File: config.mk
export PLATFORM = sky130hd
export DESIGN_NAME = gift_sp_ise
export DESIGN_NICKNAME = d
export VERILOG_FILES = /design/src/rtl/gift_sp_ise.sv
export SDC_FILE = /design/constraint.sdc
export NUM_CORES = 1
export LEC_CHECK = 0
export CAP_MARGIN = 25
export CORE_AREA = 2 2 178 180
export CTS_CLUSTER_SIZE = 16
export DETAILED_ROUTE_END_ITERATION = 7
export DIE_AREA = 0 0 180 182
export PLACE_DENSITY_LB_ADDON = 0.1
export SLEW_MARGIN = 20
export SYNTH_ARGS = -nofsm -noshare
export SYNTH_HDL_FRONTEND = slang
export SYNTH_SLANG_ARGS = --single-unit
File: constraint.sdc
create_clock -name clk -period 9.2 [get_ports clk]
set_input_delay 1.84 -clock clk [delete_from_list [all_inputs] [get_ports clk]]
set_output_delay 1.84 -clock clk [all_outputs]
set_load 0.01 [all_outputs]
File: src/rtl/gift_sp_ise.sv
// gift_sp_ise -- forward GIFT-128 round-core ISE (S-box on load, PermBits,
// byte-serial unload). Encrypt-side partner of the inverse permute/S-box ISE.
//
// Ports:
//   clk       system clock, rising edge
//   rst       asynchronous active-high reset
//   start     one-cycle pulse per ISE instruction
//   a, b      load operands: even / odd state byte of the current pair
//   sr        core status register in
//   sr_out    status register out
//   result    current unload byte (combinational from registers)
//   wait_req  stall request to the core
//
// Parameter UNLOAD_MSB_FIRST: 1 = unload byte 15..0, 0 = byte 0..15.
// Optional macro GIFT_SP_STATUS_EN: sr_out = {sr[7:1], busy}, where busy is
// high everywhere except LOAD with idx = 0 (flags an abandoned partial load).

module gift_sbox (
  input  logic [3:0] x,
  output logic [3:0] y
);
  always_comb begin
    y = 4'h0;
    case (x)
      4'h0: y = 4'h1;  4'h1: y = 4'hA;  4'h2: y = 4'h4;  4'h3: y = 4'hC;
      4'h4: y = 4'h6;  4'h5: y = 4'hF;  4'h6: y = 4'h3;  4'h7: y = 4'h9;
      4'h8: y = 4'h2;  4'h9: y = 4'hD;  4'hA: y = 4'hB;  4'hB: y = 4'h7;
      4'hC: y = 4'h5;  4'hD: y = 4'h0;  4'hE: y = 4'h8;  4'hF: y = 4'hE;
      default: y = 4'h0;
    endcase
  end
endmodule

module gift_sp_ise #(
  parameter bit UNLOAD_MSB_FIRST = 1'b1
) (
  input  logic       clk,
  input  logic       rst,
  input  logic       start,
  input  logic [7:0] a,
  input  logic [7:0] b,
  input  logic [7:0] sr,
  output logic [7:0] sr_out,
  output logic [7:0] result,
  output logic       wait_req
);

  typedef enum logic [1:0] {ST_LOAD, ST_PERM, ST_UNLOAD} state_e;

  localparam logic [3:0] IDX_FIRST = UNLOAD_MSB_FIRST ? 4'd15 : 4'd0;
  localparam logic [3:0] IDX_LAST  = UNLOAD_MSB_FIRST ? 4'd0  : 4'd15;

  state_e         state_q, state_d;
  logic [3:0]     idx_q, idx_d;
  logic [127:0]   load_q, load_d;
  logic [127:0]   out_q, out_d;

  logic [15:0]    ab_raw, ab_sub;
  logic [127:0]   perm_w;
  logic [6:0]     pair_sel;
  logic [6:0]     byte_sel;

  // One S-box per nibble of the incoming pair; b lands in the odd byte.
  assign ab_raw = {b, a};
  for (genvar g = 0; g < 4; g++) begin : g_sbox
    gift_sbox u_sbox (.x(ab_raw[4*g +: 4]), .y(ab_sub[4*g +: 4]));
  end

  // PermBits is pure wiring: bit i of the loaded state goes to P(i).
  for (genvar i = 0; i < 128; i++) begin : g_perm
    localparam int P = 4*(i/16) + 32*((3*((i%16)/4) + (i%4)) % 4) + (i%4);
    assign perm_w[P] = load_q[i];
  end

  assign pair_sel = {idx_q[2:0], 4'b0000};
  assign byte_sel = {idx_q, 3'b000};

  always_comb begin
    state_d  = state_q;
    idx_d    = idx_q;
    load_d   = load_q;
    out_d    = out_q;
    wait_req = 1'b0;
    result   = out_q[7:0];
    case (state_q)
      ST_LOAD: begin
        if (start) begin
          load_d[pair_sel +: 16] = ab_sub;
          idx_d = idx_q + 4'd1;
          if (idx_q == 4'd7) begin
            // Final load stalls through this cycle and the PERM cycle.
            wait_req = 1'b1;
            state_d  = ST_PERM;
            idx_d    = 4'd0;
          end
        end
      end
      ST_PERM: begin
        wait_req = 1'b1;
        out_d    = perm_w;
        state_d  = ST_UNLOAD;
        idx_d    = IDX_FIRST;
      end
      ST_UNLOAD: begin
        result = out_q[byte_sel +: 8];
        if (start) begin
          if (idx_q == IDX_LAST) begin
            state_d = ST_LOAD;
            idx_d   = 4'd0;
          end else if (UNLOAD_MSB_FIRST) begin
            idx_d = idx_q - 4'd1;
          end else begin
            idx_d = idx_q + 4'd1;
          end
        end
      end
      default: begin
        state_d = ST_LOAD;
        idx_d   = 4'd0;
      end
    endcase
  end

  always_ff @(posedge clk or posedge rst) begin
    if (rst) begin
      state_q <= ST_LOAD;
      idx_q   <= 4'd0;
      load_q  <= '0;
      out_q   <= '0;
    end else begin
      state_q <= state_d;
      idx_q   <= idx_d;
      load_q  <= load_d;
      out_q   <= out_d;
    end
  end

`ifdef GIFT_SP_STATUS_EN
  logic busy;
  assign busy   = !((state_q == ST_LOAD) && (idx_q == 4'd0));
  assign sr_out = {sr[7:1], busy};
`else
  assign sr_out = sr;
`endif

endmodule

## Word level (Yosys, flattened, before mapping)

Memories as Yosys holds them, arrays and structs flattened.
Cells that the tools add are included.

| cells by class | value |
|---|---|
| add/subtract/negate cells | 3 |
| eq/ne operators | 7 |
| shift operators | 3 |
| muxes and demuxes | 15 |
| reduce and logical (&&, ||, !) cells | 5 |

Operators with widths:

| kind | count |
|---|---|
| bitwise mux 128 bit | 1 |
| variable shift 16 x 9 -> 128 bit, first input constant | 1 |
| indexed part select 128 x 8 -> 8 bit | 1 |
| indexed part select 16 x 9 -> 128 bit | 1 |
| 2-to-1 mux 4 bit | 4 |
| one-hot mux 4 bit (3 select lines) | 1 |
| negator 7 -> 9 bit | 1 |
| 2-to-1 mux 2 bit | 4 |
| 2-to-1 mux 8 bit | 1 |
| != test 2 bit, second input constant | 4 |
| one-hot mux 2 bit (3 select lines) | 1 |
| adder 4 x 1 -> 4 bit, second input constant | 1 |
| equality test 4 x 3 -> 1 bit, second input constant | 1 |
| zero test 4 bit | 1 |
| AND reduction 2 bit | 2 |
| AND reduction 4 bit | 1 |
| subtractor 4 x 1 -> 4 bit, second input constant | 1 |
| equality test 2 x 1 -> 1 bit, second input constant | 1 |
| equality test 2 bit, second input constant | 1 |
| zero test 2 bit | 1 |
| 2-to-1 mux 1 bit | 2 |
| one-hot mux 1 bit (2 select lines) | 1 |

| word-level totals | value |
|---|---|
| register bits after elaboration | 262 |
| bits in read-only memories | 256 |
| bits of input ports | 27 |
| word-level logic and storage cells | 41 |
| memories | 4 |

Memories:

| name | depth | bits a word | rd ports | clocked after Yosys merged registers in | write ports | line | RTL |
|---|---|---|---|---|---|---|---|
| (name not given) | 16 | 4 | 1 | 0 | 0 | 24 | `case (x)` |
| (name not given) | 16 | 4 | 1 | 0 | 0 | 24 |  |
| (name not given) | 16 | 4 | 1 | 0 | 0 | 24 |  |
| (name not given) | 16 | 4 | 1 | 0 | 0 | 24 |  |

## Logic depth before layout (Yosys ltp)

| logic depth | value |
|---|---|
| depth after elaboration | 4 |
| mapped depth | 10 |
| mapped depth without buffers | 7 |

## By module

From an unflattened synthesis, not the netlist that was laid out.

| unflattened totals | value |
|---|---|
| cell total of the unflattened synthesis | 1144 |
| area total of the unflattened synthesis | 12077.8 sq um |

By module, submodules not included:

| module | instances | cells an instance | area an instance (sq um) |
|---|---|---|---|
| gift_sp_ise | 1 | 1072 | 11582.4 |
| gift_sbox | 4 | 18 | 123.9 |

## Least setup slack after synthesis

Ideal clock, no wire load.

| path | value |
|---|---|
| kind | input-to-output |
| from | input port start |
| to | output port wait_req |
| arrival | 2208 ps |
| data required time | 7360 ps |
| slack | 5152 ps |
| cell stages on the path | 3 |
| path buffers | 1 |
| path through | buf_4 a31oi_1 nor2_1 |

| on the way | value |
|---|---|
| longest elaborated chain between the ends | 2 |

Ends and longest elaborated chain:

| what | line | RTL |
|---|---|---|
| from (decl) | 39 | `input logic start,` |
| 2-to-1 mux 1 bit | 87 | `if (start) begin` |
| one-hot mux 1 bit (2 select lines) | 85 | `case (state_q)` |
| to (decl) | 45 | `output logic wait_req` |

Every way passes these cells.

## Worst setup path after layout

| path | value |
|---|---|
| from | register idx_q[0] |
| to | output port result[1] |

| on the way | value |
|---|---|
| longest elaborated chain between the ends | 2 |

Ends and longest elaborated chain:

| what | line | RTL |
|---|---|---|
| from (decl) | 54 | `logic [3:0] idx_q, idx_d;` |
| from (signal assigned) | 132 | `idx_q <= idx_d;` |
| indexed part select 128 x 8 -> 8 bit | 105 | `result = out_q[byte_sel +: 8];` |
| 2-to-1 mux 8 bit | 85 |  |
| to (decl) | 44 | `output logic [7:0] result,` |

Every way passes these cells.

==> impl_metrics.prom <==
# TYPE chip_impl_metric gauge
chip_impl_metric{name="p_clk_share",unit="%"} 31.7
chip_impl_metric{name="worst_pin_slew",unit="ps"} 1018
chip_impl_metric{name="number_of_enable_type_register_cells_in_the_synthesized_netlist",unit=""} 0
chip_impl_metric{name="initial_core_util",unit="%"} 39.42
chip_impl_info{name="r2r_end",value="load_q[53]$_DFFE_PP0P_"} 1
chip_impl_metric{name="hold-path-cell-count",unit=""} 2
chip_impl_metric{name="floorplan.die.height",unit="um"} 182
chip_impl_metric{name="dr_total_vias",unit=""} 8056
chip_impl_metric{name="fp.dieW",unit="um"} 180
chip_impl_metric{name="num_antenna_cells",unit=""} 0
chip_impl_metric{name="power.net_switching",unit="W"} 0.001236
chip_impl_metric{name="netlist_instances",unit=""} 1153
chip_impl_metric{name="reg2reg_depth",unit=""} 7
chip_impl_metric{name="internal-power",unit="W"} 0.002606
chip_impl_metric{name="report.final.hold_viol_count",unit=""} 0
chip_impl_metric{name="drt_iter0_markers",unit=""} 582
chip_impl_metric{name="worstSkewPairLatency",unit="ps"} 550
chip_impl_metric{name="ys_ff_latch",unit=""} 262
chip_impl_info{name="synth_flop_cell",value="dfrtp_1"} 1
chip_impl_metric{name="cap_violations",unit=""} 0
chip_impl_metric{name="netlist_area_before_placement",unit="um^2"} 12220
chip_impl_metric{name="pwr-share-comb",unit="%"} 27.0
chip_impl_info{name="regToRegStartpoint",value="idx_q[0]$_DFFE_PP0P_"} 1
chip_impl_metric{name="post_route_setup_tns",unit="ps"} 0
chip_impl_metric{name="cp_data_required_time",unit="ps"} 7360
chip_impl_metric{name="drt-wirelength-per-cell",unit="um"} 19.84
chip_impl_metric{name="postLayoutCellArea",unit="um^2"} 13790
chip_impl_info{name="clock_tree_from_tritoncts",value="yes"} 1
chip_impl_metric{name="layout.nets",unit=""} 1188
chip_impl_info{name="cp_cell_sequence",value="buf_4 > mux4_2 > a22oi_1 > a31oi_1 > clkdlybuf4s50_1"} 1
chip_impl_metric{name="final.fill_count",unit=""} 2974
chip_impl_info{name="critical_path.top_delay_family",value="buffers and inverters"} 1
chip_impl_info{name="final_common_cell",value="nand2_1"} 1
chip_impl_metric{name="drt_wl_total",unit="um"} 31170
chip_impl_metric{name="finish.utilization",unit="%"} 44.49
chip_impl_metric{name="synth-seq-area-share",unit="%"} 53.67
chip_impl_metric{name="globalRouteOverflowTotal",unit=""} 0
chip_impl_metric{name="grt_pass1_wl",unit="um"} 50030
chip_impl_metric{name="ir_worst_vdd",unit="V"} 0.0001295
chip_impl_metric{name="grt_antenna_before_repair",unit=""} 0
chip_impl_info{name="timing.hold.worst.start",value="load_q[43]$_DFFE_PP0P_"} 1
chip_impl_metric{name="fin_worst_skew",unit="ps"} 10.81
chip_impl_info{name="clock_root_buffer",value="clkbuf_16"} 1
chip_impl_metric{name="port_buf_inserts",unit=""} 27
chip_impl_metric{name="drt-pass1-iter-count",unit=""} 5
chip_impl_metric{name="synthesis.area_per_instance",unit="um^2"} 10.59
chip_impl_metric{name="timing.final.max_slew_violations",unit=""} 0
chip_impl_metric{name="dp_hpwl",unit="um"} 18480
chip_impl_metric{name="yosysUniqueCellTypes",unit=""} 41
chip_impl_info{name="worst_hold_path_type",value="register to register"} 1
chip_impl_info{name="worst_hold_path.endpoint",value="out_q[43]$_DFFE_PP0P_"} 1
chip_impl_metric{name="rrSetupSlack",unit="ps"} 5540
chip_impl_metric{name="period_needed",unit="ps"} 5295
chip_impl_metric{name="cts-buffers-inserted",unit=""} 31
chip_impl_info{name="rsz_0062_raised_after_global_routing",value="no"} 1
chip_impl_metric{name="number_of_buffers_on_the_longest_clock_path",unit=""} 3
chip_impl_metric{name="detailed_place.area",unit="um^2"} 12740
chip_impl_metric{name="static-leakage-power",unit="nW"} 7.038
chip_impl_metric{name="timing.final.crit_share",unit="%"} 57.55
chip_impl_metric{name="ys.warnings.count",unit=""} 0
chip_impl_metric{name="power.share.switching",unit="%"} 32.17
chip_impl_metric{name="placement_rows",unit=""} 65
chip_impl_metric{name="layout-area-overhead-vs-synth",unit="%"} 12.85
chip_impl_info{name="endpoint_kind",value="primary output"} 1
chip_impl_metric{name="finalSetupViolCount",unit=""} 0
chip_impl_metric{name="hold_buffers",unit=""} 0
chip_impl_metric{name="numClockSinks",unit=""} 262
chip_impl_metric{name="powerDensity",unit="nW/um^2"} 278.7
chip_impl_metric{name="core_area",unit="um^2"} 30990
chip_impl_metric{name="cts.htree.levels",unit=""} 1
chip_impl_metric{name="crit_path_max_incr_delay",unit="ps"} 640
chip_impl_metric{name="layout_cell_share_with_drive_strength_beyond_1",unit="%"} 17.88
chip_impl_metric{name="post_cts.repair.setup_buffers",unit=""} 0
chip_impl_metric{name="gp_routability_congestion",unit=""} 0.7857
chip_impl_metric{name="critical_path_arrival",unit="ps"} 3450
chip_impl_info{name="worstSetupPathType",value="register to primary output"} 1
chip_impl_metric{name="die_area",unit="um^2"} 32760
chip_impl_metric{name="pin_count",unit=""} 44
chip_impl_metric{name="hold_slack",unit="ps"} 457.7
chip_impl_metric{name="synthesis.nets",unit=""} 1194
chip_impl_info{name="highest_count_cells_in_the_layout_ignoring_fill_and_taps",value="nand2_1, dfrtp_1, nor2_1"} 1
chip_impl_metric{name="clk_transition_reported_paths",unit="ps"} 60
chip_impl_metric{name="grt.total_usage",unit="%"} 19.62
chip_impl_metric{name="grt_max_degree",unit=""} 168
chip_impl_metric{name="synthArstFlopShare",unit="%"} 100.0
chip_impl_metric{name="cts_resized",unit=""} 0
chip_impl_info{name="critical-path-slowest-cell",value="buf_4"} 1
chip_impl_metric{name="slew_headroom",unit="%"} 32.14
chip_impl_metric{name="cp_max_fo",unit=""} 39
chip_impl_metric{name="clock.fmax",unit="MHz"} 188.9
chip_impl_info{name="kind_of_launch_point_of_the_worst_setup_path",value="register"} 1
chip_impl_metric{name="multiInputGateArea",unit="um^2"} 5221
chip_impl_metric{name="detail_route.vias_per_cell",unit=""} 5.128
chip_impl_metric{name="ant_nets",unit=""} 0
chip_impl_info{name="run_status",value="finished clean"} 1
chip_impl_metric{name="worst-path-buf-inv",unit=""} 2
chip_impl_metric{name="power_frac_seq",unit="%"} 41.3
chip_impl_metric{name="via_count_of_the_first_global_routing_pass",unit=""} 8302
chip_impl_metric{name="seqCellArea",unit="um^2"} 6560
chip_impl_metric{name="drt_drc_violations_left",unit=""} 0
==> stage by stage <==
stage,std cells,setup slack (ps),power (W)
after floorplan,1153,148.1,0.002337
after global placement,1514,4082,0.002629
after detailed placement,1515,4089,0.002649
after CTS,1570,3745,0.003880
after global routing,1571,3695,0.004059
final,1571,3905,0.003842
==> power by group through the flow <==
stage | clock [W] | combinational, W | sequential [W]
CTS | 0.00125 | 0.00105 | 0.00159
global placement | 0 | 0.00103 | 0.00160
floorplan | 0 | 0.000790 | 0.00155
global route | 0.00130 | 0.00114 | 0.00162
finish | 0.00122 | 0.00104 | 0.00159
detailed placement | 0 | 0.00105 | 0.00160
==> layout make-up <==
class                      instances  share of cell area [%]
multi-input combinational        793                   37.87
timing repair buffer              39                   2.877
inverter                          20                  0.5990
clock inverter                    11                  0.8532
clock buffer                      44                   6.562
tap                              402                   3.649
sequential                       262                   47.59
==> how the worst max path moves through the flow <==
stage	startpoint	end	slack, ps	cells after the start
floorplan	rst	idx_q[0]$_DFFE_PP0P_	150	1
global placement	start	wait_req	4080	4
detailed placement	start	wait_req	4090	4
CTS	idx_q[0]$_DFFE_PP0P_	result[1]	3750	5
global route	idx_q[0]$_DFFE_PP0P_	result[1]	3700	5
finish	idx_q[0]$_DFFE_PP0P_	result[1]	3910	5
==> worst reg2reg max path, stage by stage (launching register included) <==
cell     delay (ps)
dfrtp_4         570
buf_4           650
inv_1           320
ha_1            330
ha_1            250
or3_1           810
a21oi_1         460
mux2_4          220
==> flip-flops by register name, summed over array words and instances (netlist names) <==
signal,cells
load_q,128
out_q,128
idx_q,4
state_q,2
==> metal layers <==
| metal | global-route usage (%) | vias to the layer above | share of wire [%] | wire length [um] |
|---|---|---|---|---|
| met1 | 28.15 | 4081 | 48 | 14910 |
| met2 | 32.26 | 117 | 47 | 14790 |
| met4 | 3.805 | 0 | 1.7 | 523 |
| met3 | 2.427 | 37 | 3.0 | 942 |
| li1 | - | 3821 | - | - |
| met5 | 0 | - | 0 | 0 |
==> synth_stat cells (2+ instances only) <==
library cell / instances / area [um^2]
xor2_1: 3 / 26.28
nand2_1: 437 / 1640
or2_2: 2 / 12.51
inv_1: 20 / 75.07
nand4b_4: 3 / 71.32
buf_6: 6 / 67.56
mux2_4: 48 / 720.7
a21boi_0: 2 / 15.01
nor2b_1: 4 / 25.02
mux4_2: 24 / 540.5
buf_1: 7 / 26.28
ha_1: 14 / 175.2
mux2i_1: 33 / 330.3
or3_1: 6 / 37.54
nor2_1: 55 / 206.5
buf_4: 10 / 75.07
buf_2: 10 / 50.05
nand4_4: 3 / 63.81
a21oi_1: 12 / 60.06
and2_1: 7 / 43.79
xnor2_1: 2 / 17.52
o221a_2: 9 / 101.4
nand3b_1: 3 / 22.52
a22oi_1: 8 / 60.06
mux2_2: 50 / 563.0
clkbuf_1: 45 / 168.9
o31ai_1: 24 / 180.2
a31oi_1: 11 / 68.82
dfrtp_1: 262 / 6556
o21ai_0: 22 / 110.1
==> cell families (layout without fill, tap and decap cells) <==
group	Yosys count	after routing	share of synthesized area, %
AOI/OAI and AO/OA	93	93	5.224
xor gates and xnor gates	5	5	0.3586
adders and majority gates	14	14	1.434
buffers and inverters	98	114	3.790
DFF	262	262	53.67
muxes	155	155	17.64
and+or+nand+nor	526	526	17.88
(Power assumes the default switching activity.)
